[src/rtl/rr_arbiter_hold.sv]
// rr_arbiter_hold: registered round-robin arbiter with grant hold and bounded tenure.
//
// A winner keeps the grant while it keeps requesting. After MAX_HOLD consecutive cycles it
// is pre-empted if any other port is waiting. MAX_HOLD = 0 disables pre-emption entirely.
// The search for a new winner starts one past the previous winner, so a port that has just
// lost the grant has the lowest priority.
//
// Optional feature: define ARB_LOCK_EN to add lock_i, which suppresses pre-emption while the
// current owner keeps requesting.
//
// Ports:
//   clk_i     clock, all state on the rising edge
//   rst_n_i   asynchronous active-low reset
//   req_i     level-sensitive request vector, bit n = port n
//   lock_i    (ARB_LOCK_EN only) hold the current grant past MAX_HOLD
//   gnt_o     registered one-hot grant, all-zero when idle
//   gnt_id_o  index of the granted port (0 when idle)
//   busy_o    high whenever gnt_o is non-zero
module rr_arbiter_hold #(
    parameter int unsigned NUM_PORTS = 4,
    parameter int unsigned MAX_HOLD  = 4,
    localparam int unsigned ID_W     = $clog2(NUM_PORTS)
) (
    input  logic                 clk_i,
    input  logic                 rst_n_i,
    input  logic [NUM_PORTS-1:0] req_i,
`ifdef ARB_LOCK_EN
    input  logic                 lock_i,
`endif
    output logic [NUM_PORTS-1:0] gnt_o,
    output logic [ID_W-1:0]      gnt_id_o,
    output logic                 busy_o
);

    // hold_cnt needs at least one bit even when MAX_HOLD = 0 (where it is simply unused).
    localparam int unsigned HCW = (MAX_HOLD == 0) ? 1 : $clog2(MAX_HOLD + 1);
    localparam logic [HCW-1:0] HoldMax = HCW'(MAX_HOLD);
    localparam logic [HCW-1:0] HoldOne = HCW'(1);

    typedef enum logic {
        StIdle,
        StGrant
    } state_e;

    state_e              state_q, state_d;
    logic [ID_W-1:0]     gnt_id_q, gnt_id_d;
    logic [ID_W-1:0]     ptr_q, ptr_d;
    logic [HCW-1:0]      hold_cnt_q, hold_cnt_d;

    logic                lock_active;
    logic [NUM_PORTS-1:0] own_mask;
    logic [NUM_PORTS-1:0] others;
    logic                hold_at_max;
    logic [ID_W-1:0]     win_idle;
    logic [ID_W-1:0]     win_rot;

    // Index + 1, wrapping NUM_PORTS-1 back to 0 (works for non-power-of-two port counts).
    function automatic logic [ID_W-1:0] wrap_inc(input logic [ID_W-1:0] idx);
        if (idx == ID_W'(NUM_PORTS - 1)) begin
            return '0;
        end
        return idx + ID_W'(1);
    endfunction

    // First set bit of req searching circularly upward from start; 0 if req is empty.
    function automatic logic [ID_W-1:0] rr_pick(input logic [NUM_PORTS-1:0] req,
                                                input logic [ID_W-1:0]      start);
        logic [2*NUM_PORTS-1:0] dbl;
        logic [NUM_PORTS-1:0]   rot;
        logic [ID_W-1:0]        win;
        logic                   found;
        int unsigned            sum;
        dbl   = {req, req} >> start;
        rot   = dbl[NUM_PORTS-1:0];
        win   = '0;
        found = 1'b0;
        for (int unsigned i = 0; i < NUM_PORTS; i++) begin
            if (!found && rot[i]) begin
                sum = 32'(start) + i;
                if (sum >= NUM_PORTS) begin
                    sum = sum - NUM_PORTS;
                end
                win   = ID_W'(sum);
                found = 1'b1;
            end
        end
        return win;
    endfunction

`ifdef ARB_LOCK_EN
    assign lock_active = lock_i;
`else
    assign lock_active = 1'b0;
`endif

    assign own_mask    = NUM_PORTS'(1) << gnt_id_q;
    assign others      = req_i & ~own_mask;
    assign hold_at_max = (MAX_HOLD != 0) && (hold_cnt_q == HoldMax);
    assign win_idle    = rr_pick(req_i, ptr_q);
    // Rotation always searches from one past the current owner.
    assign win_rot     = rr_pick(others, wrap_inc(gnt_id_q));

    always_comb begin
        state_d    = state_q;
        gnt_id_d   = gnt_id_q;
        ptr_d      = ptr_q;
        hold_cnt_d = hold_cnt_q;
        unique case (state_q)
            StIdle: begin
                if (|req_i) begin
                    state_d    = StGrant;
                    gnt_id_d   = win_idle;
                    ptr_d      = wrap_inc(win_idle);
                    hold_cnt_d = HoldOne;
                end
            end
            StGrant: begin
                if (!req_i[gnt_id_q]) begin
                    // Release: hand over at the same edge, no idle bubble.
                    if (|others) begin
                        gnt_id_d   = win_rot;
                        ptr_d      = wrap_inc(win_rot);
                        hold_cnt_d = HoldOne;
                    end else begin
                        state_d    = StIdle;
                        gnt_id_d   = '0;
                        hold_cnt_d = '0;
                    end
                end else if (hold_at_max && !lock_active) begin
                    if (|others) begin
                        gnt_id_d = win_rot;
                        ptr_d    = wrap_inc(win_rot);
                    end
                    // Tenure restarts whether or not the owner changed.
                    hold_cnt_d = HoldOne;
                end else if (!hold_at_max && (MAX_HOLD != 0)) begin
                    hold_cnt_d = hold_cnt_q + HoldOne;
                end
                // Locked at the limit: hold_cnt stays saturated so pre-emption fires as
                // soon as the lock drops.
            end
            default: begin
                state_d = StIdle;
            end
        endcase
    end

    always_ff @(posedge clk_i or negedge rst_n_i) begin
        if (!rst_n_i) begin
            state_q    <= StIdle;
            gnt_id_q   <= '0;
            ptr_q      <= '0;
            hold_cnt_q <= '0;
        end else begin
            state_q    <= state_d;
            gnt_id_q   <= gnt_id_d;
            ptr_q      <= ptr_d;
            hold_cnt_q <= hold_cnt_d;
        end
    end

    // All outputs decode from the same registers, so they can never disagree.
    assign busy_o   = (state_q == StGrant);
    assign gnt_o    = busy_o ? own_mask : '0;
    assign gnt_id_o = gnt_id_q;

endmodule

[config.mk]
export PLATFORM = sky130hd
export DESIGN_NAME = rr_arbiter_hold
export DESIGN_NICKNAME = d
export VERILOG_FILES = /design/src/rtl/rr_arbiter_hold.sv
export SDC_FILE = /design/constraint.sdc
export NUM_CORES = 1
export LEC_CHECK = 0
export BUFFER_PORTS_ARGS = -buffer_cell sky130_fd_sc_hd__buf_2
export CAP_MARGIN = 20
export CORE_MARGIN = 2
export CORE_UTILIZATION = 45
export CTS_BUF_LIST = sky130_fd_sc_hd__clkbuf_8 sky130_fd_sc_hd__clkbuf_16
export DETAILED_ROUTE_END_ITERATION = 12
export PLACE_DENSITY = 0.73
export SLEW_MARGIN = 0
export SYNTH_ARGS = -nofsm -noshare
export SYNTH_HDL_FRONTEND = slang
export SYNTH_SLANG_ARGS = --single-unit
[constraint.sdc]
create_clock -name clk_i -period 2.2 [get_ports clk_i]
set_input_delay 0.44 -clock clk_i [delete_from_list [all_inputs] [get_ports clk_i]]
set_output_delay 0.44 -clock clk_i [all_outputs]
set_load 0.05 [all_outputs]
==> summary.txt <==
Total track usage - 18.2%
Power Dens Cells - 1730 nW/um^2
Area growth syn-to-layout - 20.0%
Gpl congestion - 0.908
Clk_lat worst skew - 0.22 ns
Peak supply drop - 1030 uV
Initial DRC count - 6
Initial Util - 49.1%
Vias - 684
CTS sink cnt - 8
Crit end category - flop
Relative slew margins - 75.8%
Vias in the first global route - 624
Dpl ws - 0.0958 ns
WP data arrival - 2.24 ns
Largest delay share family, worst path - simple AND/OR/NAND/NOR gates
Register area share after synthesis - 26.4%
Number of placement rows - 14
Worst Hold Slack - 0.0511 ns
Area leader, netlist - dfrtp_1
Commonest non-fill, non-tap cell in the layout - buf_2
Synth Flop Type - dfrtp_1
Min cycle time layout - 2.10 ns
Most frequent cells in the layout - buf_2 (12), a21oi_1 (8), nor2_1 (6), ha_1 (6), dfrtp_1 (6)
Slew Viols, Final - 0
Worst Setup Slack, final - 0.0953 ns
Reg2reg end - gnt_id_o[0]
First-pass GRT wire length - 2.65 mm
Avg Cell Area, Syn - 9.12 sq um
Nets - 113
Initial antenna violation count - 0
Share of the synthesized area in the top cell type - 26.4%
Max Clk Rate - 475 MHz
Critical-path cell list - inv_2, ha_1, and2b_2, or4b_1, nand2b_1, o21ai_2, nor2_2, mux2i_1
Dpl hpwl - 1.29 mm
Io pins - 13
Routed WL - 1.76 mm
R2r setup slk - 0.1 ns
H-tree levels - 1
Mapped Area - 757 sq um
Finish-stage setup viols - 0
Max stage delay cell, worst path - or4b_1
Die width - 45.0 microns
Asr flop ratio synth - 100%
Max-Cap Viols - 0
Layout cells sized above 1 - 32.3%
Die height - 45.0 microns
Crit. path cell count - 8
Post-synthesis cell count - 83
Routed Antenna Nets - 0
Slew @ Worst Pin - 0.363 ns
Status - finished, final reports clean
Leak pwr - 0.000440 uW
Critical Path Max Stage Delay - 0.54 ns
# DRC - 0
Fin Setup TNS - 0 ns
Critical path class - flop to flop
Worst EP required - 2.33 ns
TritonCTS Buffers - 3
Congestion Overflow GR - 0
Final Cycle Share - 95.7%
Crit start category - flop
Top area cells in the synthesized netlist - dfrtp_1 (26%), ha_1 (9.9%), mux2i_1 (6.6%)
Synthesized flop and latch total - 8
Yosys warnings - 0
# hold bufs at CTS - 0
Number of buffers added on ports - 12
CP Buf/Inv Count - 1
Total chip power - 1580 uW
Syn nets - 95
DRT Pass-1 Iters - 5
Root Driver - clkbuf_8
Vias/cell - 5.95
Hold Path Class - primary input to asynchronous set/reset pin
RR Startpoint - gnt_id_o[1]
Crit Path Max Fanout - 6
Worst clock skew - 0.000857 ns
Unrepaired setup endpoints after global routing - no
Wire per inst - 15.3 microns
Largest net degree at the start of global routing - 15
Count of cell types in the netlist - 37
Fin. Hold Viols - 0
CTS tree - yes
Critical Path Source - gnt_id_o[1]
Clock transition at path regs - 0.04 ns
Diode count - 0
CP endpoint - gnt_id_o[0]
Die area - 2030 sq um
Area of the core - 1540 sq um
Post-synth EDFFs - 0
R2R depth - 8
Clock buffer depth - 2
## how the worst min path moves through the flow
stage,cells past startpoint,end,slack [ns],from
3_5_place_dp,1,hold_cnt_q[0],0.29,rst_n_i
4_1_cts,1,hold_cnt_q[0],0.05,rst_n_i
6_report,1,hold_cnt_q[1],0.05,rst_n_i
3_3_place_gp,1,hold_cnt_q[1],0.29,rst_n_i
2_1_floorplan,0,busy_o,0.14,rst_n_i
5_1_grt,1,hold_cnt_q[0],0.06,rst_n_i
## repair_timing
| item | 4_1_cts | 5_1_grt |
|---|---|---|
| setup endpoints to repair | 0 | 4 |
| setup buffers | 0 | 0 |
| gates resized for setup | 0 | 4 |
## cell type report
cell class | instances | area, sq um
multi-input combinational | 68 | 547
inverter | 6 | 22.5
sequential | 8 | 203
timing repair buffer | 14 | 75.1
clock buffer | 3 | 41.3
fill | 142 | 633
tap | 16 | 20.0
## routing by layer
| layer | up-vias | global-route usage (%) | part of all wire (%) | routed length, microns |
|---|---|---|---|---|
| li1 | 333 | - | - | - |
| met1 | 328 | 26.4 | 48 | 847 |
| met2 | 21 | 28.0 | 46 | 808 |
| met3 | 2 | 4.80 | 5.3 | 93 |
| met4 | 0 | 2.35 | 0.57 | 10 |
| met5 | - | 0 | 0 | 0 |
## per-stage QoR
stage	cells	util, %	cell area (sq um)
finish	115	58.9	908
global placement	112	55.2	851
floorplan	83	-	759
global route	115	58.9	908
CTS	115	57.9	892
detailed placement	112	55.2	851
## sequential cells by signal, summed over array words and instances (netlist names)
name        flops
busy_o          1
ptr_q           2
gnt_id_o        2
hold_cnt_q      3
## cells by family after synthesis
kind of cell	after synthesis	share of synthesized area, %
AO/OA/AOI/OAI	26	23.6
adder cells (fa/ha/maj)	6	9.92
XOR/XNOR	2	2.31
buffers and inverters	7	3.47
multiplexers	9	13.1
flip-flops	8	26.4
AND/OR/NAND/NOR	25	21.2
## power by group
part / internal (uW) / switching (uW)
sequential: 223 / 75.0
clock: 118 / 55.2
combinational: 460 / 644
## cells in the mapped netlist (2+ instances only)
cell type / number
o21ai_0: 2
mux2_2: 2
dfrtp_1: 8
nor2b_1: 2
and2_1: 5
a32o_1: 2
o22ai_1: 2
nor2_2: 2
nand2_1: 2
mux2i_1: 5
nor2_1: 6
inv_1: 6
a21oi_1: 8
nand2b_1: 3
ha_1: 6
No activity file was read; power rests on OpenSTA's default activity.
